[config.mk]
export PLATFORM = sky130hd
export DESIGN_NAME = conv_3_sched
export DESIGN_NICKNAME = d
export VERILOG_FILES = /design/src/rtl/conv_3_sched.sv
export SDC_FILE = /design/constraint.sdc
export NUM_CORES = 1
export LEC_CHECK = 0
export ABC_AREA = 1
export CAP_MARGIN = 20
export CORE_ASPECT_RATIO = 0.9
export CORE_MARGIN = 4
export CORE_UTILIZATION = 43
export DETAILED_ROUTE_END_ITERATION = 10
export GPL_TIMING_DRIVEN = 0
export PLACE_DENSITY_LB_ADDON = 0.3
export SKIP_CTS_REPAIR_TIMING = 1
export SYNTH_ARGS = -nofsm -noshare
export SYNTH_HDL_FRONTEND = slang
export SYNTH_SLANG_ARGS = --single-unit
[constraint.sdc]
create_clock -name clk -period 3.5 [get_ports clk]
set_input_delay 1.05 -clock clk [delete_from_list [all_inputs] [get_ports clk]]
set_output_delay 1.05 -clock clk [all_outputs]
set_load 0.02 [all_outputs]
[src/rtl/conv_3_sched.sv]
// conv_3_sched: sequencer for the 3x3 FP16 convolution datapath.
// Loads the kernel, streams 3-wide image strips, tags results.
module conv_3_sched #(
  parameter  int DATA_WIDTH  = 16,
  parameter  int KERNEL_SIZE = 3,
  parameter  int IMG_W_MAX   = 64,
  parameter  int IMG_H_MAX   = 64,
  localparam int WD = $clog2(IMG_W_MAX) + 1,
  localparam int HD = $clog2(IMG_H_MAX) + 1,
  localparam int WA = $clog2(IMG_W_MAX),
  localparam int HA = $clog2(IMG_H_MAX),
  localparam int LW = KERNEL_SIZE * DATA_WIDTH
) (
  input  logic                  clk,
  input  logic                  rst,
  input  logic                  start,
  input  logic [WD-1:0]         img_w,
  input  logic [HD-1:0]         img_h,
  output logic                  busy,
  output logic                  done,
  output logic                  err,
  output logic                  mem_rd_en,
  output logic                  mem_sel,
  output logic [HA-1:0]         mem_row,
  output logic [WA-1:0]         mem_col,
  input  logic [LW-1:0]         mem_rd_data,
  output logic [LW-1:0]         conv_data_in,
  output logic                  conv_kernel_load,
  output logic                  conv_valid_in,
  output logic                  conv_valid_out,
  input  logic [DATA_WIDTH-1:0] conv_result,
  output logic                  out_valid,
  output logic [HA-1:0]         out_row,
  output logic [WA-1:0]         out_col,
  output logic [DATA_WIDTH-1:0] out_data
);

  localparam logic [WD-1:0] W_MIN  = WD'(KERNEL_SIZE);
  localparam logic [WD-1:0] W_LIM  = WD'(IMG_W_MAX);
  localparam logic [HD-1:0] H_MIN  = HD'(KERNEL_SIZE);
  localparam logic [HD-1:0] H_LIM  = HD'(IMG_H_MAX);
  localparam logic [WD-1:0] W_NEXT = WD'(KERNEL_SIZE + 1);
  localparam logic [HA-1:0] K_ROW  = HA'(KERNEL_SIZE);
  localparam logic [HA-1:0] K_LAST = HA'(KERNEL_SIZE - 1);

  typedef enum logic [2:0] {
    S_IDLE,
    S_LOAD_K,
    S_STREAM,
    S_FLUSH,
    S_DRAIN,
    S_DONE
  } state_t;

  state_t        r_state;
  logic [WD-1:0] r_w;
  logic [HD-1:0] r_h;
  logic [HA-1:0] r_row;
  logic [WA-1:0] r_col;
  logic          r_busy;
  logic          r_done;
  logic          r_err;
  logic          r_rd_en;
  logic          r_sel;

  logic          r_vin;
  logic          r_kld;
  logic          r_zero;
  logic          r_p_tag;
  logic [HA-1:0] r_p_row;
  logic [WA-1:0] r_p_col;
  logic          r_t1_v;
  logic [HA-1:0] r_t1_row;
  logic [WA-1:0] r_t1_col;
  logic          r_t2_v;
  logic [HA-1:0] r_t2_row;
  logic [WA-1:0] r_t2_col;

  logic          w_dims_ok;
  logic          w_row_last;
  logic          w_more;
  logic          w_img_issue;
  logic          w_flush;
  logic          w_qual;
  logic [HA-1:0] w_tag_row;

  assign w_dims_ok = (img_w >= W_MIN) && (img_w <= W_LIM) &&
                     (img_h >= H_MIN) && (img_h <= H_LIM);
  assign w_row_last = ({1'b0, r_row} == (r_h - HD'(1)));
  assign w_more = (({1'b0, r_col} + W_NEXT) <= r_w);

  // Push k of a strip closes the window of rows k-3..k-1; the
  // flush is push img_h and always carries the strip's last result.
  assign w_img_issue = r_rd_en & ~r_sel;
  assign w_flush = (r_state == S_FLUSH);
  assign w_qual = (w_img_issue & (r_row >= K_ROW)) | w_flush;
  assign w_tag_row = w_flush ? (r_row - K_LAST) : (r_row - K_ROW);

  always_ff @(posedge clk or posedge rst) begin
    if (rst) begin
      r_state <= S_IDLE;
      r_w     <= '0;
      r_h     <= '0;
      r_row   <= '0;
      r_col   <= '0;
      r_busy  <= 1'b0;
      r_done  <= 1'b0;
      r_err   <= 1'b0;
      r_rd_en <= 1'b0;
      r_sel   <= 1'b0;
    end else begin
      unique case (r_state)
        S_IDLE: begin
          if (start) begin
            r_w   <= img_w;
            r_h   <= img_h;
            r_row <= '0;
            r_col <= '0;
            if (w_dims_ok) begin
              r_state <= S_LOAD_K;
              r_busy  <= 1'b1;
              r_rd_en <= 1'b1;
              r_sel   <= 1'b1;
            end else begin
              r_state <= S_DONE;
              r_done  <= 1'b1;
              r_err   <= 1'b1;
            end
          end
        end
        S_LOAD_K: begin
          if (r_row == K_LAST) begin
            r_state <= S_STREAM;
            r_sel   <= 1'b0;
            r_row   <= '0;
          end else begin
            r_row <= r_row + 1'b1;
          end
        end
        S_STREAM: begin
          if (w_row_last) begin
            r_state <= S_FLUSH;
            r_rd_en <= 1'b0;
          end else begin
            r_row <= r_row + 1'b1;
          end
        end
        S_FLUSH: begin
          if (w_more) begin
            r_state <= S_STREAM;
            r_rd_en <= 1'b1;
            r_row   <= '0;
            r_col   <= r_col + 1'b1;
          end else begin
            r_state <= S_DRAIN;
          end
        end
        S_DRAIN: begin
          if (!r_p_tag && !r_t1_v) begin
            r_state <= S_DONE;
            r_done  <= 1'b1;
            r_busy  <= 1'b0;
          end
        end
        S_DONE: begin
          r_state <= S_IDLE;
          r_done  <= 1'b0;
          r_err   <= 1'b0;
        end
        default: r_state <= S_IDLE;
      endcase
    end
  end

  always_ff @(posedge clk or posedge rst) begin
    if (rst) begin
      r_vin    <= 1'b0;
      r_kld    <= 1'b0;
      r_zero   <= 1'b0;
      r_p_tag  <= 1'b0;
      r_p_row  <= '0;
      r_p_col  <= '0;
      r_t1_v   <= 1'b0;
      r_t1_row <= '0;
      r_t1_col <= '0;
      r_t2_v   <= 1'b0;
      r_t2_row <= '0;
      r_t2_col <= '0;
    end else begin
      r_vin    <= r_rd_en | w_flush;
      r_kld    <= r_rd_en & r_sel;
      r_zero   <= w_flush;
      r_p_tag  <= w_qual;
      r_p_row  <= w_qual ? w_tag_row : '0;
      r_p_col  <= w_qual ? r_col : '0;
      r_t1_v   <= r_p_tag;
      r_t1_row <= r_p_row;
      r_t1_col <= r_p_col;
      r_t2_v   <= r_t1_v;
      r_t2_row <= r_t1_row;
      r_t2_col <= r_t1_col;
    end
  end

  assign busy      = r_busy;
  assign done      = r_done;
  assign err       = r_err;
  assign mem_rd_en = r_rd_en;
  assign mem_sel   = r_sel;
  assign mem_row   = r_row;
  assign mem_col   = r_col;

  assign conv_data_in     = (r_vin & ~r_zero) ? mem_rd_data : '0;
  assign conv_valid_in    = r_vin;
  assign conv_kernel_load = r_kld;
  assign conv_valid_out   = r_t1_v;

  assign out_valid = r_t2_v;
  assign out_row   = r_t2_row;
  assign out_col   = r_t2_col;
  assign out_data  = conv_result;

endmodule

==> metrics, run 1 <==
status finished, final reports clean; unrepaired setup endpoints after global routing false; final period utilization about 100%; ANT cells 0; Mapped Area 4104 um^2; Syn Area/Cell ~7.8 um^2; Iter 0 DRT Violations around 220; critical path startpoint category input port; final wirelength 10.97 mm; dominant cell by count in the synthesized netlist inv_1; Slew @ Worst Pin slightly above 0.4 ns; aggregate global routing overflow 0; R2R cell count 12; Final Total Pwr ~4.3 mW; adder and majority gate portion of the synthesized area 4.573%; HP Class register to register; Syn Nets slightly above 600; H-tree Lvls 3; Setup crit end kind output pin; R2R Setup Slk approximately 1.2 ns; first-pass GRT wire length ~17 mm; CP max FO 1; dpl ws 0.04562 ns; IO Port Bufs roughly 160; Max transition margin 72.47%; RePlAce Congestion roughly 0.93; Fin Clk Skew 0.008775 ns; Tmin final 3.467 ns; Fin Setup TNS 0 ns; achievable frequency 288.4 MHz; site row count 33; hold_sp r_p_row[5]$_DFF_PP0_; Post-DRT Antenna Nets 0; Die H between 100 and 150 um; post-synthesis sequential area ratio between 40% and 50%; Worst-Skew Late Latency ~0.35 ns; Max rail drop VDD about 0.00035 V; Clock Path Buffers 2; vias per cell approximately 4.6; Post-synth EDFFs 0; post-synthesis register bit count 76; Simple-Gate Fraction of Synth Area 25.18%; largest family of logic cells by synthesized area simple AND/OR/NAND/NOR gates; Die W between 100 and 150 um; Compound-Gate Fraction of Synth Area between 7 and 8%; largest area contributor in the netlist dfrtp_1; Total Routing Usage GR 19.36%; initial antenna violation count 0; DP HPWL ~9 mm; Worst Path Arrival about 2.4 ns; Hold EP r_t1_row[5]$_DFF_PP0_; nets@finish just under 800; Post-Synth XOR/XNOR Area about 1.7%; Final setup violation count 0; MaxCap Viol Count 0; top cells by count, synth inv_1 (101), nand2_1 (94), nor2_1 (89), dfrtp_1 (76), nand3_1 (21); vias in the first global route between 3k and 4k; I/O pins between 150 and 200; final slew viol count 0; clk root buf clkbuf_8; die area between 10,000 and 15,000 um^2; Remaining DRCs 0; share of layout cells above drive strength 1 between 10% and 20%; clk sinks 76; top cell type's share of synthesized area between 40% and 50%; Pwr Density about 700 nW/um^2; setup ws final ~0.033 ns; WHS Path Cells 0; count of cell types in the netlist 37; Routed WL per cell 13.28 um; yosys warns 0; Num CTS Buffers 9; Synth area leaders dfrtp_1 (46%), inv_1 (9.2%), nand2_1 (8.6%); TritonRoute pass-1 iters 4; Crit Path Category input port to output pin; vias about 3.8k; Mapped Cells about 530; RR Endpoint mem_col[4]$_DFFE_PP0P_; core area slightly above 9000 um^2; RR Startpoint mem_col[2]$_DFFE_PP0P_; clock tree from TritonCTS done; mux share of post-synthesis cell area 0.2744%; Layout area overhead 48.14%; Final Hold Fails 0; pin count of the biggest net entering global routing slightly below 80; asr flop ratio synth between 90% and 100%; Worst-path clk slew around 0.08 ns; Synth Flop Type dfrtp_1; Static Leakage roughly 3.1 nW; Required @ worst endpoint ~2.5 ns; initial core utilization about 45%
-- per-layer routing --
metal,vias up,wire length (um),share of wire [%],track usage (%)
li1,1926,-,-,-
met1,1683,4551,41,23.01
met2,140,5406,49,33.54
met3,29,601,5.5,3.842
met4,0,410,3.7,10.13
met5,-,0,0,0
-- cell type report --
cell class,count,area [um^2]
sequential,76,1902
multi-input combinational,315,1609
buffer,25,177.7
tap,122,152.6
timing repair buffer,162,1639
clock inverter,7,57.56
clock buffer,9,123.9
inverter,110,417.9
fill,749,3128
-- cells by family (layout without fill, tap and decap cells) --
kind of cell / count (synthesis) / in the layout
buffers and inverters: 135 / 313
and+or+nand+nor: 239 / 239
AOI/OAI and AO/OA: 52 / 52
DFF: 76 / 76
adders and majority gates: 15 / 15
xor gates and xnor gates: 8 / 8
muxes: 1 / 1
-- through the flow --
| stage | area [um^2] | util (%) | std cells | hold WS, ns |
|---|---|---|---|---|
| floorplan | 4104 | - | 526 | 0.3312 |
| global placement | 5868 | 63.73 | 809 | 0.3324 |
| detailed placement | 5898 | 64.06 | 810 | 0.3347 |
| CTS | 6080 | 66.03 | 826 | 0.3481 |
| global route | 6080 | 66.03 | 826 | 0.3592 |
| finish | 6080 | 66.03 | 826 | 0.3495 |
-- where the power goes --
| group | internal, mW | switching [mW] | total, mW |
|---|---|---|---|
| clock | 0.267 | 0.351 | 0.618 |
| combinational | 0.996 | 1.35 | 2.35 |
| sequential | 1.15 | 0.192 | 1.35 |
-- flip-flops by register name (all words and copies together), names as in the netlist, 3 cells and up --
signal,count
mem_col,6
mem_row,6
out_col,6
out_row,6
r_h,7
r_p_col,6
r_p_row,6
r_state,3
r_t1_col,6
r_t1_row,6
r_w,7
-- placed cells by master (no fill, tap or decap), types with 3 or more instances in the layout --
master	netlist	routed
nor3_1	7	7
nand3_1	21	21
a21oi_1	18	18
nand4_1	5	5
xor2_1	6	6
o21ai_1	3	3
ha_1	15	15
buf_4	16	16
nor2_1	89	89
inv_6	0	3
clkinv_4	0	3
nand2_1	94	94
buf_6	3	3
nand2_2	11	11
inv_1	101	100
dfrtp_1	76	76
o21ai_0	20	20
clkbuf_1	4	4
o21ai_2	5	5
clkdlybuf4s50_1	0	161
clkbuf_8	0	9
inv_2	7	7
-- worst max path at each step --
stage / start / endpoint
global route: mem_rd_data[9] / conv_data_in[9]
CTS: mem_rd_data[9] / conv_data_in[9]
global placement: rst / r_state[2]$_DFFE_PP0P_
finish: mem_rd_data[9] / conv_data_in[9]
detailed placement: mem_rd_data[9] / conv_data_in[9]
floorplan: rst / busy$_DFFE_PP0P_
-- worst max-delay path, cell delays in order --
cell	delay (ns)
clkdlybuf4s50_1	0.46
inv_1	0.04
nor2_1	0.21
clkdlybuf4s50_1	0.65
(Power assumes the default switching activity.)
==> run 2: changes to the inputs <==
--- a/config.mk
+++ b/config.mk
@@ -8,7 +8,6 @@
 export ABC_AREA = 1
 export CAP_MARGIN = 20
 export CORE_ASPECT_RATIO = 0.9
-export CORE_MARGIN = 4
 export CORE_UTILIZATION = 43
 export DETAILED_ROUTE_END_ITERATION = 10
 export GPL_TIMING_DRIVEN = 0
==> run 2 against run 1 <==
Effect of this change:
- final cell count is 0.12% lower
- via count is 0.32% lower
- critical path depth did not move
- highest routed layer unchanged
- first-iteration DRC count fell by 14%
- hold slack better by 0.0033 ns
- register-to-register slack improved by 0.02 ns
- count of clock-buffer cells in the layout is the same
==> metrics, run 2 (synthesis results as in run 1) <==
I/O pins 178 (unchanged); Worst-path clk slew 0.08 ns (about the same); Worst Path Arrival 2.37 ns (-0.05 ns); Buf/Inv on CP 3 (unchanged); DP HPWL 8.147 mm (-7.6%); H-tree Lvls 3 (unchanged); die area 9940 um^2 (-11%); clk sinks 76 (unchanged); IO Port Bufs 161 (unchanged); Routed WL per cell 12.49 um (-5.9%); pin count of the biggest net entering global routing 77 (unchanged); cells along the critical path clkdlybuf4s50_1, inv_1, nor2_1, clkdlybuf4s50_1; clock tree from TritonCTS done; initial antenna violation count 0 (unchanged); nets@finish 794 (-0.13%); core area 9208 um^2 (unchanged); Setup crit end kind output pin; vias 3,766 (-0.32%); Top delay family on crit path buffers and inverters; final slew viol count 0 (unchanged); top flop regs r_h (7), r_w (7); Final setup violation count 0 (unchanged); dpl ws 0.04877 ns (+0.003155 ns); Crit Path Category input port to output pin; Slew @ Worst Pin 0.9051 ns (+0.4922 ns); Iter 0 DRT Violations 188 (-14%); Fin Clk Skew 0.008826 ns (+0.00005168 ns); Hold Worst Slack 0.3527 ns (+0.003257 ns); Final Hold Fails 0 (unchanged); Layout area overhead 47.80%; setup ws final 0.08218 ns (+0.04942 ns); final wirelength 10.31 mm (-6.0%); commonest cells after routing, fill and taps aside clkdlybuf4s50_1 (161), inv_1 (100), nand2_1 (94); commonest non-fill, non-tap cell in the layout clkdlybuf4s50_1; Clock Path Buffers 2 (unchanged); Fillers 764 (+2.0%); vias in the first global route 3,524 (-1.6%); achievable frequency 292.6 MHz (+1.4%); Static Leakage 3.127 nW (-0.22%); clk root buf clkbuf_8; RePlAce Congestion 0.8604 (-7.6%); vias per cell 4.565 (-0.20%); multi-input logic area 1609 um^2 (unchanged); Die W 105.0 um (-5.4%); share of layout cells above drive strength 1 10.53% (-0.13 points); Worst-Skew Late Latency 0.36 ns (about the same); Total Routing Usage GR 21.26% (+1.9 points); CP max stage delay 0.64 ns (about the same); Tmin final 3.418 ns (-0.04942 ns); crit-path most repeated cell clkdlybuf4s50_1; CP max stage cell clkdlybuf4s50_1; aggregate global routing overflow 0 (unchanged); Post-DRT Antenna Nets 0 (unchanged); MaxCap Viol Count 0 (unchanged); initial core utilization 44.57% (unchanged); final period utilization 97.65% (-1.4 points); Max rail drop VDD 0.0003400 V (-2.7%); Required @ worst endpoint 2.45 ns (about the same); Remaining DRCs 0 (unchanged); first-pass GRT wire length 16.48 mm (-4.9%); TritonRoute pass-1 iters 4 (unchanged); Final Total Pwr 4.342 mW (+0.64%); Max transition margin 39.66% (-33 points); Sequential Area 1902 um^2 (unchanged); Num CTS Buffers 9 (unchanged); HP Class register to register; Die H 94.68 um (-6.0%); ANT cells 0 (unchanged); CP max FO 1 (unchanged); status finished, final reports clean; critical path startpoint category input port; site row count 33 (unchanged); unrepaired setup endpoints after global routing false; Pwr Density 715.8 nW/um^2 (+0.87%)
-- run 2: cell count changes in the layout (fill, tap and decap cells not counted), sizes merged --
cell    before  now
inv        112  115
clkinv       5    2
buf         22   21
-- run 2: worst paths after layout --
kind / from / slack, ns / to / cells after the start
hold reg to reg: r_t1_row[2]$_DFF_PP0_ / 0.35 / out_row[2]$_DFF_PP0_ / 0
setup reg to reg: mem_col[2]$_DFFE_PP0P_ / 1.20 / mem_col[4]$_DFFE_PP0P_ / 12
setup / recovery: mem_rd_data[16] / 0.08 / conv_data_in[16] / 4
min in group asynchronous: rst / 1.24 / out_col[4]$_DFF_PP0_ / 2
hold / removal: r_t1_row[2]$_DFF_PP0_ / 0.35 / out_row[2]$_DFF_PP0_ / 0
max in group asynchronous: rst / 1.68 / out_valid$_DFF_PP0_ / 2
-- run 2: power breakdown --
group / switching [mW] / leakage [nW] / internal [mW]
Sequential: 0.195 / 0.993 / 1.15
Clock: 0.374 / 0.100 / 0.281
Combinational: 1.34 / 2.03 / 0.995
-- run 2: worst reg2reg max path: cells and delay by family, from the launching register on --
family | cells | cell delay (ns)
xor+xnor | 1 | 0.18
flops | 1 | 0.46
simple gates | 7 | 0.71
fa+ha+maj | 2 | 0.59
compound gates | 2 | 0.22
-- run 2: layout make-up --
cell class,instances,area share (%)
sequential,76,31.35
timing repair buffer,161,26.57
multi-input combinational,315,26.53
inverter,110,6.889
buffer,25,2.929
tap,122,2.516
clock buffer,9,2.042
clock inverter,7,1.176
-- run 2: layer usage --
layer  GRT usage, %  share of wire, %
met5              0                 0
met4          8.568               1.6
met3          4.417               5.7
met2          37.03                50
met1          26.05                43
-- run 2: through the flow --
stage	std cells	util [%]	area (um^2)	TNS, ns
4_1_cts	825	65.88	6066	0
5_1_grt	825	65.88	6066	0
6_report	825	65.88	6066	0
3_3_place_gp	809	63.73	5868	-47.34
2_1_floorplan	526	-	4104	0
3_5_place_dp	809	63.76	5871	0
